`config.mk`:
```
export PLATFORM = sky130hd
export DESIGN_NAME = disp_stream_formatter
export DESIGN_NICKNAME = d
export VERILOG_FILES = /design/src/rtl/stereo_pkg.sv /design/src/rtl/axis_skid_buffer.sv /design/src/rtl/disp_stream_formatter.sv
export SDC_FILE = /design/constraint.sdc
export NUM_CORES = 1
export LEC_CHECK = 0
export CAP_MARGIN = 20
export CORE_MARGIN = 3
export CORE_UTILIZATION = 60
export CTS_BUF_LIST = sky130_fd_sc_hd__clkbuf_4 sky130_fd_sc_hd__clkbuf_8
export DETAILED_ROUTE_END_ITERATION = 8
export GPL_ROUTABILITY_DRIVEN = 0
export GPL_TIMING_DRIVEN = 1
export MAX_ROUTING_LAYER = met4
export PLACE_DENSITY = 0.94
export SETUP_SLACK_MARGIN = 0.4
export SKIP_CTS_REPAIR_TIMING = 1
export SYNTH_ARGS = -nofsm -noshare
export SYNTH_HDL_FRONTEND = slang
export SYNTH_HIERARCHICAL = 1
export SYNTH_SLANG_ARGS = --single-unit
```
`constraint.sdc`:
```
create_clock -name aclk -period 28.8 [get_ports aclk]
set_clock_uncertainty 0.1 [all_clocks]
set_input_delay 4.32 -clock aclk [delete_from_list [all_inputs] [get_ports aclk]]
set_output_delay 4.32 -clock aclk [all_outputs]
set_load 0.005 [all_outputs]
```
`src/rtl/stereo_pkg.sv`:
```
// Shared types and helpers for the stereovision output path.
// Sample slots are 24 bits wide; disparity-to-grey scaling saturates at 8'hFF.
package stereo_pkg;

    localparam int SAMPLE_SLOT_W = 24;

    typedef struct packed {
        logic [7:0] r;
        logic [7:0] g;
        logic [7:0] b;
    } rgb_slot_t;

    function automatic int calc_bpl(input int width, input int spc);
        return width / spc;
    endfunction

    // Left shift by sh; any set bit pushed past bit 7 clamps the result to full scale.
    function automatic logic [7:0] sat_shl(input logic [15:0] d, input logic [2:0] sh);
        logic [23:0] wide;
        wide = {8'd0, d} << sh;
        return (|wide[23:8]) ? 8'hFF : wide[7:0];
    endfunction

endpackage

```
`src/rtl/axis_skid_buffer.sv`:
```
// Two-entry AXI4-Stream skid buffer with a registered s_ready.
// s_ready depends only on occupancy, so no combinational path runs from m_ready upstream.
module axis_skid_buffer #(
    parameter int DW = 98
) (
    input  logic          aclk,
    input  logic          aresetn,
    input  logic [DW-1:0] s_data,
    input  logic          s_valid,
    output logic          s_ready,
    output logic [DW-1:0] m_data,
    output logic          m_valid,
    input  logic          m_ready
);

    logic [DW-1:0] mem [2];
    logic          wr_ptr;
    logic          rd_ptr;
    logic [1:0]    count;
    logic [1:0]    count_next;
    logic          push;
    logic          pop;

    assign push    = s_valid & s_ready;
    assign pop     = m_valid & m_ready;
    assign m_valid = (count != 2'd0);
    assign m_data  = mem[rd_ptr];

    always_comb begin
        count_next = count;
        case ({push, pop})
            2'b10:   count_next = count + 2'd1;
            2'b01:   count_next = count - 2'd1;
            default: count_next = count;
        endcase
    end

    always_ff @(posedge aclk) begin
        if (!aresetn) begin
            mem[0]  <= '0;
            mem[1]  <= '0;
            wr_ptr  <= 1'b0;
            rd_ptr  <= 1'b0;
            count   <= 2'd0;
            s_ready <= 1'b0;
        end else begin
            if (push) begin
                mem[wr_ptr] <= s_data;
                wr_ptr      <= ~wr_ptr;
            end
            if (pop) rd_ptr <= ~rd_ptr;
            count   <= count_next;
            s_ready <= (count_next != 2'd2);
        end
    end

endmodule

```
`src/rtl/disp_stream_formatter.sv`:
```
// Disparity stream to grey RGB: per-slot saturating gain, framing checks,
// sticky error flags and a frame counter, with a skid buffer toward the video sink.
module disp_stream_formatter
    import stereo_pkg::*;
#(
    parameter int WIDTH                 = 3840,
    parameter int HEIGHT                = 2160,
    parameter int MAX_SAMPLES_PER_CLOCK = 4,
    parameter int AXIS_TDATA_WIDTH      = 96,
    parameter int DATA_WIDTH            = 8
) (
    input  logic                        aclk,
    input  logic                        aresetn,
    input  logic [AXIS_TDATA_WIDTH-1:0] s_axis_tdata,
    input  logic                        s_axis_tvalid,
    input  logic                        s_axis_tuser,
    input  logic                        s_axis_tlast,
    output logic                        s_axis_tready,
    output logic [AXIS_TDATA_WIDTH-1:0] m_axis_tdata,
    output logic                        m_axis_tvalid,
    output logic                        m_axis_tuser,
    output logic                        m_axis_tlast,
    input  logic                        m_axis_tready,
    input  logic [2:0]                  gain_shift,
    input  logic                        err_clear,
    output logic                        err_early_eol,
    output logic                        err_late_eol,
    output logic                        err_sof,
    output logic [15:0]                 frame_count
);

    localparam int BPL = calc_bpl(WIDTH, MAX_SAMPLES_PER_CLOCK);
    localparam int XW  = (BPL > 1) ? $clog2(BPL) : 1;
    localparam int YW  = (HEIGHT > 1) ? $clog2(HEIGHT) : 1;
    localparam logic [XW-1:0] X_LAST = XW'(BPL - 1);
    localparam logic [YW-1:0] Y_LAST = YW'(HEIGHT - 1);

    logic [2:0]    gain_q;
    logic [2:0]    gain_eff;
    logic [XW-1:0] x;
    logic [YW-1:0] y;
    logic [XW-1:0] cur_x;
    logic [YW-1:0] cur_y;
    logic          accept;
    logic          at_last;
    logic          eol;
    logic          sof_bad;
    logic          early;
    logic          late;

    rgb_slot_t [MAX_SAMPLES_PER_CLOCK-1:0] pix;

    assign accept   = s_axis_tvalid & s_axis_tready;
    // The start-of-frame beat already runs at the newly latched gain.
    assign gain_eff = s_axis_tuser ? gain_shift : gain_q;

    genvar k;
    generate
        for (k = 0; k < MAX_SAMPLES_PER_CLOCK; k++) begin : g_lane
            logic [7:0] grey;
            logic       unused_hi;
            assign grey      = sat_shl(16'(s_axis_tdata[k*SAMPLE_SLOT_W +: DATA_WIDTH]), gain_eff);
            assign pix[k]    = '{r: grey, g: grey, b: grey};
            assign unused_hi = ^s_axis_tdata[k*SAMPLE_SLOT_W+DATA_WIDTH +: SAMPLE_SLOT_W-DATA_WIDTH];
        end
    endgenerate

    // A start-of-frame beat is evaluated as if it sat at (0,0).
    assign cur_x   = s_axis_tuser ? '0 : x;
    assign cur_y   = s_axis_tuser ? '0 : y;
    assign at_last = (cur_x == X_LAST);
    assign eol     = s_axis_tlast | at_last;
    assign sof_bad = s_axis_tuser & ((x != '0) | (y != '0));
    assign early   = s_axis_tlast & ~at_last;
    assign late    = at_last & ~s_axis_tlast;

    always_ff @(posedge aclk) begin
        if (!aresetn) begin
            gain_q        <= 3'd0;
            x             <= '0;
            y             <= '0;
            frame_count   <= 16'd0;
            err_early_eol <= 1'b0;
            err_late_eol  <= 1'b0;
            err_sof       <= 1'b0;
        end else begin
            if (accept) begin
                if (s_axis_tuser) begin
                    gain_q      <= gain_shift;
                    frame_count <= frame_count + 16'd1;
                end
                if (eol) begin
                    x <= '0;
                    y <= (cur_y == Y_LAST) ? '0 : cur_y + 1'b1;
                end else begin
                    x <= cur_x + 1'b1;
                    y <= cur_y;
                end
            end
            // A new error in the clearing cycle still sets its flag.
            err_early_eol <= (err_early_eol & ~err_clear) | (accept & early);
            err_late_eol  <= (err_late_eol  & ~err_clear) | (accept & late);
            err_sof       <= (err_sof       & ~err_clear) | (accept & sof_bad);
        end
    end

    axis_skid_buffer #(
        .DW(AXIS_TDATA_WIDTH + 2)
    ) u_skid (
        .aclk    (aclk),
        .aresetn (aresetn),
        .s_data  ({s_axis_tuser, s_axis_tlast, AXIS_TDATA_WIDTH'(pix)}),
        .s_valid (s_axis_tvalid),
        .s_ready (s_axis_tready),
        .m_data  ({m_axis_tuser, m_axis_tlast, m_axis_tdata}),
        .m_valid (m_axis_tvalid),
        .m_ready (m_axis_tready)
    );

endmodule

```
### Word-level counts from Yosys, hierarchy flattened

Memories as Yosys holds them, arrays and structs flattened. A register that Yosys moved wholly into a read port is not among the register bits.
Index checks and enable logic that the tools add are counted.

* add/subtract/negate cells: 5
* eq/ne operators: 5
* shift operators: 4
* mux-type cells: 20
* bitwise gates (word level): 21
* reduce and logical (&&, ||, !) cells: 9

Operator list (count)
* 2-to-1 mux 98 bit: 1
* OR reduction 98 bit: 1
* << shifter 8 x 3 -> 24 bit: 4
* OR reduction 16 bit: 4
* 2-to-1 mux 12 bit: 3
* 2-to-1 mux 8 bit: 4
* 2-to-1 mux 10 bit: 2
* adder 16 x 1 -> 16 bit (second input constant): 1
* adder 12 x 1 -> 12 bit (second input constant): 1
* equality test 12 bit (second input constant): 1
* nonzero test 12 bit: 1
* bitwise AND 1 bit: 11
* adder 10 x 1 -> 10 bit (second input constant): 1
* equality test 10 bit (second input constant): 1
* nonzero test 10 bit: 1
* 2-to-1 mux 1 bit: 8
* NOT 1 bit: 5
* OR 1 bit: 5
* case mux 2 bit (2 select lines): 1
* 2-to-1 mux 3 bit: 1
* adder 2 x 1 -> 2 bit (second input constant): 1
* equality test 2 x 1 -> 1 bit (second input constant): 1
* equality test 2 bit (second input constant): 1
* != test 2 bit (second input constant): 1
* 3 further kinds: 3

* bits in registers: 49
* memory bits (writable): 196
* input bits: 106
* output and inout port bits: 119
* word-level logic and storage cells: 76
* memories kept: 1

Memories
* u_skid.mem: depth 2, width 98, rd ports 1, clocked after memory_dff 1, write ports 2, RTL line axis_skid_buffer.sv:16 `logic [DW-1:0] mem [2];`

### Longest topological paths before layout

* depth in word-level cells: 6
* gate-level depth with buffers: 12
* gate-level depth less buffers: 7

### Modules after synthesis

The synthesis kept the hierarchy.

By module, submodules not included
* axis_skid_buffer: instances 1, cells an instance 663, area an instance 8600.7 um^2, sequential area each 6005.8 um^2
* disp_stream_formatter: instances 1, cells an instance 504, area an instance 3515.9 um^2, sequential area each 880.8 um^2

### Worst setup path before layout

No wires, ideal clock.

* path kind: input -> register
* from: input port s_axis_tvalid
* to: memory u_skid.mem[0][0] (enable)
* library setup time: 0.690 ns
* arrival time: 11.294 ns
* data required time: 28.010 ns
* slack: 16.716 ns
* stages: 2
* cell sequence: nand2_1 o21ai_0

RTL lines
* start, declared: RTL line disp_stream_formatter.sv:15 `input logic s_axis_tvalid,`
* end, declared: RTL line axis_skid_buffer.sv:16

==> impl_metrics.toml <==
[run_status]
status = "complete, no violations"

[floorplanning]
top_level_ports = 225
row_count = 51
fp.dieH_um = 148
initial_core_util_pct = 61.7
die_w_um = 148
die_area_sq_um = 21900
core_sq_um = 19700

[cells_and_area]
nFillCells = 1277
postLayoutCoreUtil_pct = 74.4
final_area_sq_um = 14600
syn2layout_area_growth_pct = 20.6
fin_cells = 1602
drive_above_1_share_pct = 14.3
fin_nets = 1418

[power_and_ir_drop]
ir_drop_mv = 0.0451
leakage_nw = 5.24
power_mw = 0.940
p_per_area_nw_per_um2 = 64.3

[run]
cap_violations = 0

[synth]
ys.warnings.count = 6
synth.cell_area_sq_um = 12100
async_reset_ff_share_pct = 0
yosys_register_bits = 246
syn-mean-instance-area_sq_um = 10.4
synth_nets = 1277
synth_top_cell_area_share_pct = 48.6
synthFlopType = "edfxtp_1"
ys_types = 56
synth_common_cells = "230 x nor2_1, 210 x nand2_1, 196 x edfxtp_1"
yosysSeqAreaShare_pct = 56.8
synth_most_common_cell = "nor2_1"
synth_area_leaders = "edfxtp_1 49%, mux2_2 9.4%, dfxtp_1 8.3%"
synth_top_area_cell = "edfxtp_1"
synth_edf_count = 196
syn_inst = 1167

[global_routing]
grt_pass1_wl_um = 50200
grt_max_degree = 99
gr-total-overflow = 0
antenna_found_initial = 1
grt_usage_pct = 29.6
first_global_vias = 9629

[timing]
relSlewSlack_pct = 26.0
setup_viol = 0
period_needed_ns = 7.35
post-route-period-util_pct = 25.5
setup_ws_ns = 21.45
fmax_ghz = 0.136
setup_tns_ns = 0
slew_violations = 0
rsz0062_at_grt = "false"
hold_viol_final = 0
tightest_slew_ns = 1.11
fin_hold_ws_ns = 0.384

[route]
viasPerCell = 6.18
wl_per_cell_um = 20.1
drt-total-wl_um = 32200
dr.pass1.iters = 7
route.detailed.drc = 0
vias = 9897
ant_nets = 0
drt-initial-drc-count = 1122

[worst_setup_path]
cp.required_ns = 24.38
path_cells = "buf_4, mux2_2, clkdlybuf4s50_1"
path_max_fanout = 78
critPathArrivalTime_ns = 2.93
critPathKind = "reg -> out"
startpoint_type = "flip-flop"
cpPeakStageDelay_ns = 0.89
worst_path_max_delay_cell = "buf_4"
critPathCaptureType = "primary output"

[placed_design]
place_area_sq_um = 13800
pre_cts_slack_ns = 21.09
dpl.cell_count = 1529
dp_hpwl_um = 19900
io_buffers = 160

[clock_tree]
cts_max_level = 2
worst_skew_pair.late_latency_ns = 0.54
cts.path.max_buffers = 3
cts_sinks = 246
cts_tree = "built"
path_clk_slew_ns = 0.06
cts_root_buffer = "clkbuf_8"
numCtsBuffers = 42

[min_path]
holdCritPathClass = "reg -> reg"
per-layer routing:
metal  wire [um]  global-route usage [%]  vias up  part of all wire [%]
li1            -                       -     4441                     -
met1       11600                    35.8     4694                    36
met2       15800                    48.7      642                    49
met3        3440                    6.92      120                    11
met4        1300                    11.3        0                   4.0
met5           0                       -        -                     0
critical path: cells and delay by family, from the launching register on:
family / cells / cell delay [ns]
flops: 1 / 0.56
mux: 1 / 0.43
buf+inv: 2 / 1.37
cells by family (layout without fill, tap and decap cells):
group | count (synthesis) | after routing | synth area share [%]
other | 0 | 1 | 0
multiplexers | 128 | 128 | 11.6
AO/OA/AOI/OAI | 131 | 131 | 6.79
AND/OR/NAND/NOR | 564 | 564 | 20.1
adder cells (fa/ha/maj) | 4 | 4 | 0.413
XOR/XNOR | 17 | 17 | 1.23
flip-flops | 246 | 246 | 56.8
buffers and inverters | 77 | 246 | 3.06
layout by cell type (no fill, tap or decap), types with 12 or more instances in the layout:
cell               n
a21oi_1           37
a31oi_1           19
clkbuf_4          14
clkbuf_8          44
clkdlybuf4s50_1  160
dfxtp_1           49
edfxtp_1         196
mux2_2           101
mux2i_1           25
nand2_1          208
nand3_1           31
nand4_1           12
nor2_1           230
nor4_1            15
o21ai_0           33
path summary, 6_finish.rpt:
kind / startpoint / endpoint / slack [ns] / cells after the start
max: flip-flop / m_axis_tdata[88] / 21.45 / 3
min: x[1] / x[1] / 0.38 / 2
max reg2reg: gain_q[0] / u_skid/mem[1][57] / 25.85 / 7
min reg2reg: x[1] / x[1] / 0.38 / 2
state kept, by name (all words and copies together), names as in the netlist, 2 cells and up, named ones only:
signal and count:
u_skid/count 2, u_skid/mem 196, gain_q 3, y 12, x 10, frame_count 16
layout make-up:
cell class	count	area (sq um)	share of cell area (%)
inverter	4	15.0	0.103
antenna	1	2.50	0.0171
tap	265	332	2.27
clock inverter	14	87.6	0.599
sequential	246	6890	47.1
timing repair buffer	170	1680	11.5
multi-input combinational	844	4900	33.5
clock buffer	58	711	4.86
report_power, final:
part / switching [mW] / internal, mW / total [mW]
Combinational: 0.108 / 0.100 / 0.208
Sequential: 0.0126 / 0.414 / 0.427
Clock: 0.137 / 0.167 / 0.304
(Power assumes the default switching activity.)
